File: src/rtl/mul_ctrl_pkg.sv
// Shared definitions for the multiplier issue controller: operation codes,
// controller states and the default multiplier latency.
package mul_ctrl_pkg;

  localparam int MUL_LAT_DEFAULT = 1;

  localparam logic [2:0] OP_MULT  = 3'd0;
  localparam logic [2:0] OP_MULTU = 3'd1;
  localparam logic [2:0] OP_MTHI  = 3'd2;
  localparam logic [2:0] OP_MTLO  = 3'd3;
  localparam logic [2:0] OP_MFHI  = 3'd4;
  localparam logic [2:0] OP_MFLO  = 3'd5;

  typedef enum logic [1:0] {
    ST_IDLE     = 2'd0,
    ST_MUL_WAIT = 2'd1,
    ST_RESP     = 2'd2
  } state_e;

  function automatic logic is_mul_op(input logic [2:0] op);
    return (op == OP_MULT) || (op == OP_MULTU);
  endfunction

endpackage

File: src/rtl/hilo_reg.sv
// Architectural HI/LO register pair: independent single-word writes for
// MTHI/MTLO and a joint 64-bit write for multiply commits.
module hilo_reg (
  input  logic        clk,
  input  logic        reset,
  input  logic        hi_we,
  input  logic        lo_we,
  input  logic [31:0] wdata,
  input  logic        hilo_we,
  input  logic [63:0] hilo_wdata,
  output logic [31:0] hi,
  output logic [31:0] lo
);

  logic [31:0] hi_q, hi_d;
  logic [31:0] lo_q, lo_d;

  always_comb begin
    hi_d = hi_q;
    lo_d = lo_q;
    if (hilo_we) begin
      hi_d = hilo_wdata[63:32];
      lo_d = hilo_wdata[31:0];
    end else begin
      if (hi_we) hi_d = wdata;
      if (lo_we) lo_d = wdata;
    end
  end

  always_ff @(posedge clk) begin
    if (reset) begin
      hi_q <= '0;
      lo_q <= '0;
    end else begin
      hi_q <= hi_d;
      lo_q <= lo_d;
    end
  end

  assign hi = hi_q;
  assign lo = lo_q;

endmodule

File: src/rtl/mul_hilo_ctrl.sv
// Issue controller for the shared 32x32 multiplier; sequences HI/LO moves,
// waits out the multiplier latency and commits the product into HI/LO.
module mul_hilo_ctrl
  import mul_ctrl_pkg::*;
#(
  parameter int MUL_LAT = MUL_LAT_DEFAULT
) (
  input  logic        clk,
  input  logic        reset,
  input  logic        req_valid,
  output logic        req_ready,
  input  logic [2:0]  req_op,
  input  logic [31:0] req_a,
  input  logic [31:0] req_b,
  input  logic        flush,
  output logic        rsp_valid,
  input  logic        rsp_ready,
  output logic [31:0] rsp_data,
  output logic [31:0] mul_x,
  output logic [31:0] mul_y,
  output logic        mul_signed,
  input  logic [63:0] mul_result,
  output logic [31:0] hi,
  output logic [31:0] lo,
  output logic        busy
);

  localparam int CNT_W = $clog2(MUL_LAT + 1);
  localparam logic [CNT_W-1:0] CNT_LAST = CNT_W'(MUL_LAT);

  state_e            state_q, state_d;
  logic [CNT_W-1:0]  cnt_q, cnt_d;
  logic [31:0]       mul_x_q, mul_x_d;
  logic [31:0]       mul_y_q, mul_y_d;
  logic              mul_signed_q, mul_signed_d;
  logic              rsp_valid_q, rsp_valid_d;
  logic [31:0]       rsp_data_q, rsp_data_d;
  logic              hi_we, lo_we, hilo_we;
  logic              accept;

  assign req_ready = (state_q == ST_IDLE) && !flush;
  assign accept    = req_valid && req_ready;

  hilo_reg u_hilo (
    .clk        (clk),
    .reset      (reset),
    .hi_we      (hi_we),
    .lo_we      (lo_we),
    .wdata      (req_a),
    .hilo_we    (hilo_we),
    .hilo_wdata (mul_result),
    .hi         (hi),
    .lo         (lo)
  );

  // Flush overrides everything, including a commit that lands on the same edge.
  always_comb begin
    state_d      = state_q;
    cnt_d        = cnt_q;
    mul_x_d      = mul_x_q;
    mul_y_d      = mul_y_q;
    mul_signed_d = mul_signed_q;
    rsp_valid_d  = rsp_valid_q;
    rsp_data_d   = rsp_data_q;
    hi_we        = 1'b0;
    lo_we        = 1'b0;
    hilo_we      = 1'b0;

    if (flush) begin
      state_d     = ST_IDLE;
      cnt_d       = '0;
      rsp_valid_d = 1'b0;
    end else begin
      unique case (state_q)
        ST_IDLE: begin
          if (accept) begin
            if (is_mul_op(req_op)) begin
              mul_x_d      = req_a;
              mul_y_d      = req_b;
              mul_signed_d = (req_op == OP_MULT);
              cnt_d        = '0;
              state_d      = ST_MUL_WAIT;
            end else if (req_op == OP_MTHI) begin
              hi_we = 1'b1;
            end else if (req_op == OP_MTLO) begin
              lo_we = 1'b1;
            end else if ((req_op == OP_MFHI) || (req_op == OP_MFLO)) begin
              rsp_data_d  = (req_op == OP_MFHI) ? hi : lo;
              rsp_valid_d = 1'b1;
              state_d     = ST_RESP;
            end
          end
        end
        ST_MUL_WAIT: begin
          if (cnt_q == CNT_LAST) begin
            hilo_we = 1'b1;
            state_d = ST_IDLE;
          end else begin
            cnt_d = cnt_q + 1'b1;
          end
        end
        ST_RESP: begin
          if (rsp_ready) begin
            rsp_valid_d = 1'b0;
            state_d     = ST_IDLE;
          end
        end
        default: state_d = ST_IDLE;
      endcase
    end
  end

  always_ff @(posedge clk) begin
    if (reset) begin
      state_q      <= ST_IDLE;
      cnt_q        <= '0;
      mul_x_q      <= '0;
      mul_y_q      <= '0;
      mul_signed_q <= 1'b0;
      rsp_valid_q  <= 1'b0;
      rsp_data_q   <= '0;
    end else begin
      state_q      <= state_d;
      cnt_q        <= cnt_d;
      mul_x_q      <= mul_x_d;
      mul_y_q      <= mul_y_d;
      mul_signed_q <= mul_signed_d;
      rsp_valid_q  <= rsp_valid_d;
      rsp_data_q   <= rsp_data_d;
    end
  end

  assign mul_x      = mul_x_q;
  assign mul_y      = mul_y_q;
  assign mul_signed = mul_signed_q;
  assign rsp_valid  = rsp_valid_q;
  assign rsp_data   = rsp_data_q;
  assign busy       = (state_q != ST_IDLE);

endmodule

File: config.mk
export PLATFORM = sky130hd
export DESIGN_NAME = mul_hilo_ctrl
export DESIGN_NICKNAME = d
export VERILOG_FILES = /design/src/rtl/mul_ctrl_pkg.sv /design/src/rtl/hilo_reg.sv /design/src/rtl/mul_hilo_ctrl.sv
export SDC_FILE = /design/constraint.sdc
export NUM_CORES = 1
export LEC_CHECK = 0
export ABC_AREA = 1
export CORE_MARGIN = 2
export CORE_UTILIZATION = 43
export DETAILED_ROUTE_END_ITERATION = 10
export PLACE_DENSITY = 0.8
export SLEW_MARGIN = 15
export SYNTH_ARGS = -nofsm -noshare
export SYNTH_HDL_FRONTEND = slang
export SYNTH_SLANG_ARGS = --single-unit
File: constraint.sdc
create_clock -name clk -period 1.9 [get_ports clk]
set_input_delay 0.38 -clock clk [delete_from_list [all_inputs] [get_ports clk]]
set_output_delay 0.38 -clock clk [all_outputs]
set_load 0.01 [all_outputs]
Word-level counts from Yosys, hierarchy flattened
Index checks and enable logic that the tools add are counted.

Input port bits: 136. Output and inout port bits: 164. Register bits after elaboration: 165. Logic and storage cells: 88.

Equality and inequality tests: 18. Reductions and logical operators: 18. Bitwise logic cells: 4. Add/subtract/negate cells: 1. Mux-type cells: 38.

Operator list (number): $mux W32 (5); $mux W1 (23); $mux W2 (7); $reduce_and A7 Y1 (2); $ne A2 B2 Y1 const B (6); $reduce_bool A2 Y1 (5); $eq A3 B2 Y1 const B (2); $eq A3 B3 Y1 const B (2); $ne A3 B3 Y1 const B (2); $pmux W2 S3 (1); $reduce_and A6 Y1 (1); $ne A2 B1 Y1 const B (2); $not A1 Y1 (4); $pmux W1 S2 (2); $reduce_and A4 Y1 (1); $eq A3 B1 Y1 const B (1); $logic_not A3 Y1 (1); $ne A3 B1 Y1 const B (1); $reduce_and A3 Y1 (1); $eq A2 B1 Y1 const B (1); $eq A2 B2 Y1 const B (1); $logic_and A1 B1 Y1 (2); $logic_not A2 Y1 (1); $logic_or A1 B1 Y1 (2); 3 further kinds (3).

Logic depth before layout (Yosys ltp)
Gate-level depths: netlist of run 1.

Depth in word-level cells: 9. Gate-level depth with buffers: 11. Gate-level depth less buffers: 9.

Modules after synthesis
From an unflattened synthesis of run 1, not the netlist that was laid out.

Cells, all modules: 1240. Area total of the unflattened synthesis: 7617.3 µm².

By module, submodules not included: mul_hilo_ctrl (seq. area each 2021.9 µm², cells an instance 755, area an instance 4578.1 µm², times used 1); hilo_reg (seq. area each 1281.2 µm², cells an instance 485, area an instance 3039.2 µm², times used 1).

Worst setup path after synthesis of run 1
OpenSTA, ideal clock, no wires.

Kind: register -> register. Start: reg state_q[1]. End: reg u_hilo.lo_q[0] (netlist: u_hilo.lo[0]). Stages on the path, launching flop included: 12. Arrival: 1.235 ns. Path slack: 0.553 ns. Required time: 1.787 ns. Library setup time: 0.113 ns. Period minus slack after synthesis: 1.347 ns. Cell sequence: dfxtp_1 -> inv_2 -> nand2_1 -> inv_2 -> nand2_4 -> inv_2 -> buf_6 -> nor2_8 -> buf_6 -> nand2_1 -> nand2_1 -> nor2_1.

Longest elaborated chain between the ends: 7. Elaborated cells on any way between the ends: 11.

Ends and longest elaborated chain: from (decl) (line mul_hilo_ctrl.sv:31) `state_e state_q, state_d;`; from (signal assigned) (line mul_hilo_ctrl.sv:123) `state_q <= state_d;`; $logic_not A2 Y1 (line mul_hilo_ctrl.sv:41, mul_hilo_ctrl.sv:74); $logic_and A1 B1 Y1 (line mul_hilo_ctrl.sv:41) `assign req_ready = (state_q == ST_IDLE) && !flush;`; $logic_and A1 B1 Y1 (line mul_hilo_ctrl.sv:42) `assign accept = req_valid && req_ready;`; $mux W1 (line mul_hilo_ctrl.sv:76) `if (accept) begin`; $mux W1 (line mul_hilo_ctrl.sv:74) `unique case (state_q)`; $mux W1 (line mul_hilo_ctrl.sv:69) `if (flush) begin`; $reduce_bool A2 Y1 (no line); to (signal assigned) (line hilo_reg.sv:36) `lo_q <= lo_d;`; to (decl) (line hilo_reg.sv:16) `logic [31:0] lo_q, lo_d;`.

Parallel ways exist; a longest one is shown, timed or not. A chain may end at the register's enable or synchronous reset.

Final worst setup path of run 1
Start: reg u_hilo.hi_q[2] (netlist: u_hilo.hi[2]). End: out hi[2].

RTL lines: from (decl) (line hilo_reg.sv:15) `logic [31:0] hi_q, hi_d;`; from (signal assigned) (line hilo_reg.sv:35) `hi_q <= hi_d;`; to (decl) (line mul_hilo_ctrl.sv:23) `output logic [31:0] hi,`.

No word-level cell between the ends.

==> results of run 1 <==
worst max path at each step:
stage	slack (ns)	endpoint	depth (start not counted)	from
after CTS	0.03	busy	3	state_q[1]$_SDFFE_PP0P_
final	0.10	hi[2]	1	u_hilo.hi[2]$_SDFFE_PP0P_
after floorplan	0.55	u_hilo.lo[0]$_SDFFE_PP0P_	11	state_q[1]$_SDFFE_PP0P_
after detailed placement	-0.15	u_hilo.lo[30]$_SDFFE_PP0P_	8	flush
after global placement	-0.09	u_hilo.lo[24]$_SDFFE_PP0P_	8	flush
after global routing	0.07	hi[2]	1	u_hilo.hi[2]$_SDFFE_PP0P_
per-stage QoR:
step | instances | cell area (um^2) | power, W | hold WS [ns] | setup TNS (ns)
floorplan | 1105 | 7210 | 0.00403 | 0.436 | 0
global placement | 1592 | 10600 | 0.00467 | 0.447 | -4.66
detailed placement | 1592 | 10600 | 0.00467 | 0.467 | -14.08
CTS | 1623 | 11200 | 0.00846 | 0.474 | 0
global route | 1623 | 11200 | 0.00869 | 0.501 | 0
finish | 1623 | 11200 | 0.00839 | 0.475 | 0
Yosys cell counts:
library cell  count
nand2_1         309
nor2_1          309
dfxtp_1         165
o21ai_0         118
inv_1            75
clkbuf_1         28
nand3_1          24
buf_2            18
o21ai_1          13
a21oi_1          12
buf_6             9
buf_4             7
inv_2             5
buf_1             4
nor2_2            3
nand2_4           1
nand3_2           1
nor2_4            1
nor2_8            1
nor3_1            1
o21a_1            1
sequential cells by signal (all words and copies together) (netlist names):
register	flops
mul_y	32
mul_x	32
mul_signed	1
u_hilo.hi	32
u_hilo.lo	32
cnt_q	1
rsp_valid	1
state_q	2
rsp_data	32
what timing repair did:
action	4_1_cts	5_1_grt
pin swaps	0	0
endpoints found under the setup margin	2	1
buffers inserted	0	0
resized for setup	4	1
kinds of logic after synthesis:
group / after synthesis / synth area share [%]
simple gates: 650 / 34.9
compound gates: 144 / 10.0
flops: 165 / 45.8
buf+inv: 146 / 9.22
routing by layer:
metal	wire length (um)	track usage, %	up-vias
li1	-	-	3947
met1	11000	36.5	3478
met2	11200	43.8	311
met3	1850	8.07	55
met4	778	11.3	4
met5	25	0	-
area by class of cell:
cell class / count / area, um^2 / area share (%)
clock buffers: 20 / 447 / 3.98
clock inverters: 11 / 199 / 1.77
inverters: 80 / 303 / 2.70
multi-input cells: 794 / 3250 / 29.0
flip-flops and latches: 165 / 3310 / 29.5
well taps: 220 / 275 / 2.45
repair buffers: 333 / 3440 / 30.6
power groups by stage:
stage | registers (W) | logic (W) | clock network, W
2_1_floorplan | 0.00373 | 0.000297 | 0
3_3_place_gp | 0.00369 | 0.000976 | 0
3_5_place_dp | 0.00369 | 0.000981 | 0
4_1_cts | 0.00362 | 0.000987 | 0.00385
5_1_grt | 0.00363 | 0.00107 | 0.00399
6_report | 0.00362 | 0.000987 | 0.00379
==> flow_summary.ini, run 1 <==
[yosys]
synth_cell_types = 21
synth.avg_cell_area_um2 = 6.52
synthCells = 1105
synth.area.top_cells = dfxtp_1, nand2_1, nor2_1, o21ai_0, inv_1
synth_top_area_share_pct = 45.8
synth.cell_area_um2 = 7210
yosys.area.top_type = dfxtp_1
yosysSeqAreaShare_pct = 45.8
ys_ff_latch = 165
synth_nets = 1241
yosysWarningCount = 0

[global_routing]
grt_overflow_total = 0
grt_max_degree = 68
grt_pass1_vias = 7378
grt_pass1_wl_um = 39200
gr-usage-all-layers_pct = 28.0
antenna_found_initial = 2

[setup_path]
reg2reg_depth = 7
critical_path_class = register to output pin
start_kind = register
r2r_end = u_hilo.lo[30]$_SDFFE_PP0P_
crit_family = buffers and inverters
crit_buf_inv = 1
crit_slowest_cell = clkdlybuf4s50_1
cp.arrival_ns = 1.42
critPathMaxStageDelay_ns = 0.61
crit_chain = clkdlybuf4s50_1
cp.required_ns = 1.52
reg2reg_from = state_q[1]$_SDFFE_PP0P_
crit_path_end_kind = output pin
worstPathMaxFanout = 3
r2r_slack_ns = 0.31

[sta]
fmax_ghz = 0.556
period_needed_ns = 1.80
maxSlewViolCount = 0
finalClockSkew_ns = 0.00631
fin_ws_ns = 0.103
tightest_slew_ns = 0.405
setup_viol = 0
slew_headroom_pct = 73.0
period_share_pct = 94.6
rsz0062_at_grt = no
finalHoldViolCount = 0

[hold_path]
min_from = cnt_q$_SDFFE_PP0P_
worstHoldPathCells = 2
min_path_type = register to register
hold_end = cnt_q$_SDFFE_PP0P_

[drt]
drc_errors = 0
vias = 7795
wl_per_cell_um = 15.3
wl_um = 24900
drt-initial-drc-count = 522
vias_per_cell = 4.80
ant_nets = 0
firstDrtPassIters = 5

[place]
dpl.hpwl_um = 18400
io_buffers = 299
place_congestion = 0.877
post-place-ws_ns = -0.153

[pwr]
cellPowerDensity_nw_per_um2 = 748
cellLeakagePower_nw = 5.06
cell_internal_pwr_w = 0.00648
p_sw_w = 0.00191
irDropWorstVdd_v = 0.000710
p_clk_share_pct = 45.1
comb_power_share_pct = 11.8
pwr-share-seq_pct = 43.1
p_sw_share_pct = 22.8

[layout]
final_core_util_pct = 68.1
area_growth_pct = 55.7
fillers = 1393
drive_above_1_share_pct = 5.63
layout.nets = 1527
layout_common_cells = nand2_1, nor2_1, clkdlybuf4s50_1
diodes = 0

[run]
drv_cap = 0

[cts]
cts_buffers = 17
cts-root-buf = clkbuf_16
clkSinkCount = 165
clockBufferDepth = 2
clk_latency_ns = 0.42
cts_hold_buf = 0
tritoncts = yes
path_clk_slew_ns = 0.06
h-tree-depth = 4

[die]
initial_core_util_pct = 43.8
die_h_um = 133
dieWidth_um = 133
fp.dieArea_um2 = 17800
num_rows = 47
core_um2 = 16500
ios = 300

[outcome]
status = completed
Power figures use the tool's default switching activity.
==> run 2, diff against run 1 <==
- CORE_UTILIZATION: 43 -> 39
- MAX_ROUTING_LAYER: not set -> met4
- PLACE_DENSITY: 0.8 -> 0.77
- clock period: 1.9 -> 1.6 ns (I/O delays scaled with it)
==> flow_summary.ini, run 2 (same netlist as run 1, synthesis figures left out) <==
[cts]
clockBufferDepth = 2
clk_latency_ns = 0.42
path_clk_slew_ns = 0.06
tritoncts = yes
cts_buffers = 17
cts-root-buf = clkbuf_16
clkSinkCount = 165
cts_hold_buf = 0
h-tree-depth = 4

[layout]
fillers = 1628
instances_no_fill = 1668
design_area_um2 = 11800
layout_common_cells = nand2_1, nor2_1, dfxtp_1
layout.nets = 1560
layout_commonest_cell = nand2_1
drive_above_1_share_pct = 12.7
area_growth_pct = 64.0

[sta]
fin_ws_ns = -0.0675
rsz0062_at_grt = yes
finalSetupTns_ns = -1.45
period_share_pct = 104
maxSlewViolCount = 0
setup_viol = 64
tightest_slew_ns = 0.529
finalClockSkew_ns = 0.00795
finalHoldViolCount = 0
fmax_ghz = 0.600
timing.hold.ws_ns = 0.364
period_needed_ns = 1.67
slew_headroom_pct = 64.4

[die]
num_rows = 49
fp.dieArea_um2 = 19600
core_um2 = 18000
die_h_um = 140
ios = 300
dieWidth_um = 140
initial_core_util_pct = 40.0

[global_routing]
grt_overflow_total = 0
grt_pass1_vias = 7509
grt_pass1_wl_um = 39900
antenna_found_initial = 2
gr-usage-all-layers_pct = 26.6
grt_max_degree = 50

[setup_path]
crit_slowest_cell = dfxtp_2
critPathMaxStageDelay_ns = 0.33
critical_path_class = register to register
crit_path_end_kind = register
start_kind = register
reg2reg_depth = 9
cp.required_ns = 1.91
r2r_end = rsp_data[1]$_SDFFE_PP0P_
r2r_slack_ns = -0.07
cp.depth = 9
crit_family = buffers and inverters
crit_chain = buf_6, nor2_4, nand3_4, buf_6, nor2_4, clkinv_4, clkbuf_16, nor2_2, nor2_1
cp.arrival_ns = 1.98
reg2reg_from = state_q[1]$_SDFFE_PP0P_
worstPathMaxFanout = 8
crit_buf_inv = 4

[place]
dp_cells = 1614
dpl.hpwl_um = 18700
place_congestion = 0.860
io_buffers = 299
dpl_cell_area_um2 = 10600

[hold_path]
worstHoldPathCells = 3
hold_end = state_q[1]$_SDFFE_PP0P_
min_path_type = input port to register
min_from = flush

[drt]
vias = 8298
wl_um = 28600
wl_per_cell_um = 17.1
ant_nets = 0
drc_errors = 0
firstDrtPassIters = 7
drt-initial-drc-count = 599
vias_per_cell = 4.97

[pwr]
cellLeakagePower_nw = 5.98
cellPowerDensity_nw_per_um2 = 809
irDropWorstVdd_v = 0.000721

[outcome]
status = complete, but fails checks
failed_checks = setup timing

[run]
drv_cap = 0
[run 2: cell count changes in the layout (fill, tap and decap cells not counted), moves of 9 or more]
cell	delta
nor2_1	-47
o21ai_2	+15
clkdlybuf4s50_1	-162
dlygate4sd2_1	+160
buf_6	+12
nor2_2	+13
buf_4	+10
nor2_4	+37
clkbuf_16	+9
o21ai_0	-24
[run 2: where the power goes]
part / switching, W / internal (W)
Sequential: 0.0000714 / 0.00423
Combinational: 0.000596 / 0.000644
Clock: 0.00181 / 0.00221
[run 2: what timing repair did]
item | 4_1_cts | 5_1_grt
gates resized for setup | 185 | 146
endpoints found under the hold margin | 0 | 0
endpoints found under the setup margin | 263 | 156
pin swaps | 2 | 73
cloned | 2 | 15
setup buffers | 0 | 4
[run 2: worst reg2reg max path: cells and delay by family, from the launching register on]
kind / cells / cell delay, ns
buffers and inverters: 4 / 0.62
AND/OR/NAND/NOR: 5 / 0.60
flip-flops: 1 / 0.33
[run 2: worst max-delay path by stage]
stage                            startpoint                    endpoint
global route        state_q[1]$_SDFFE_PP0P_   rsp_data[18]$_SDFFE_PP0P_
CTS                 state_q[1]$_SDFFE_PP0P_                   req_ready
detailed placement                    flush  u_hilo.lo[30]$_SDFFE_PP0P_
global placement                      flush  u_hilo.lo[30]$_SDFFE_PP0P_
floorplan           state_q[1]$_SDFFE_PP0P_   u_hilo.lo[0]$_SDFFE_PP0P_
finish              state_q[1]$_SDFFE_PP0P_    rsp_data[1]$_SDFFE_PP0P_
[run 2: area by class of cell]
class	instances	area (um^2)	area share [%]
Timing Repair Buffer	363	3680	31.1
Inverter	80	315	2.67
Multi-Input combinational cell	797	3660	31.0
Clock inverter	12	121	1.03
Antenna cell	2	5.00	0.0423
Clock buffer	20	447	3.78
Sequential cell	165	3300	28.0
Tap cell	229	287	2.42
[run 2: routing by layer]
metal | wire length (um) | vias to the layer above | track usage, %
met4 | 1080 | 0 | 10.1
met1 | 11700 | 3773 | 34.5
li1 | - | 4035 | -
met3 | 2360 | 76 | 5.50
met2 | 13400 | 414 | 40.9
met5 | 0 | - | -
[run 2: through the flow]
stage	worst slack (ns)	total power, W	utilization [%]
finish	-0.0675	0.00957	65.6
global route	-0.161	0.00989	65.6
CTS	-0.0494	0.00946	61.4
detailed placement	-0.719	0.00557	59.0
global placement	-0.658	0.00556	59.0
floorplan	0.253	0.00479	-
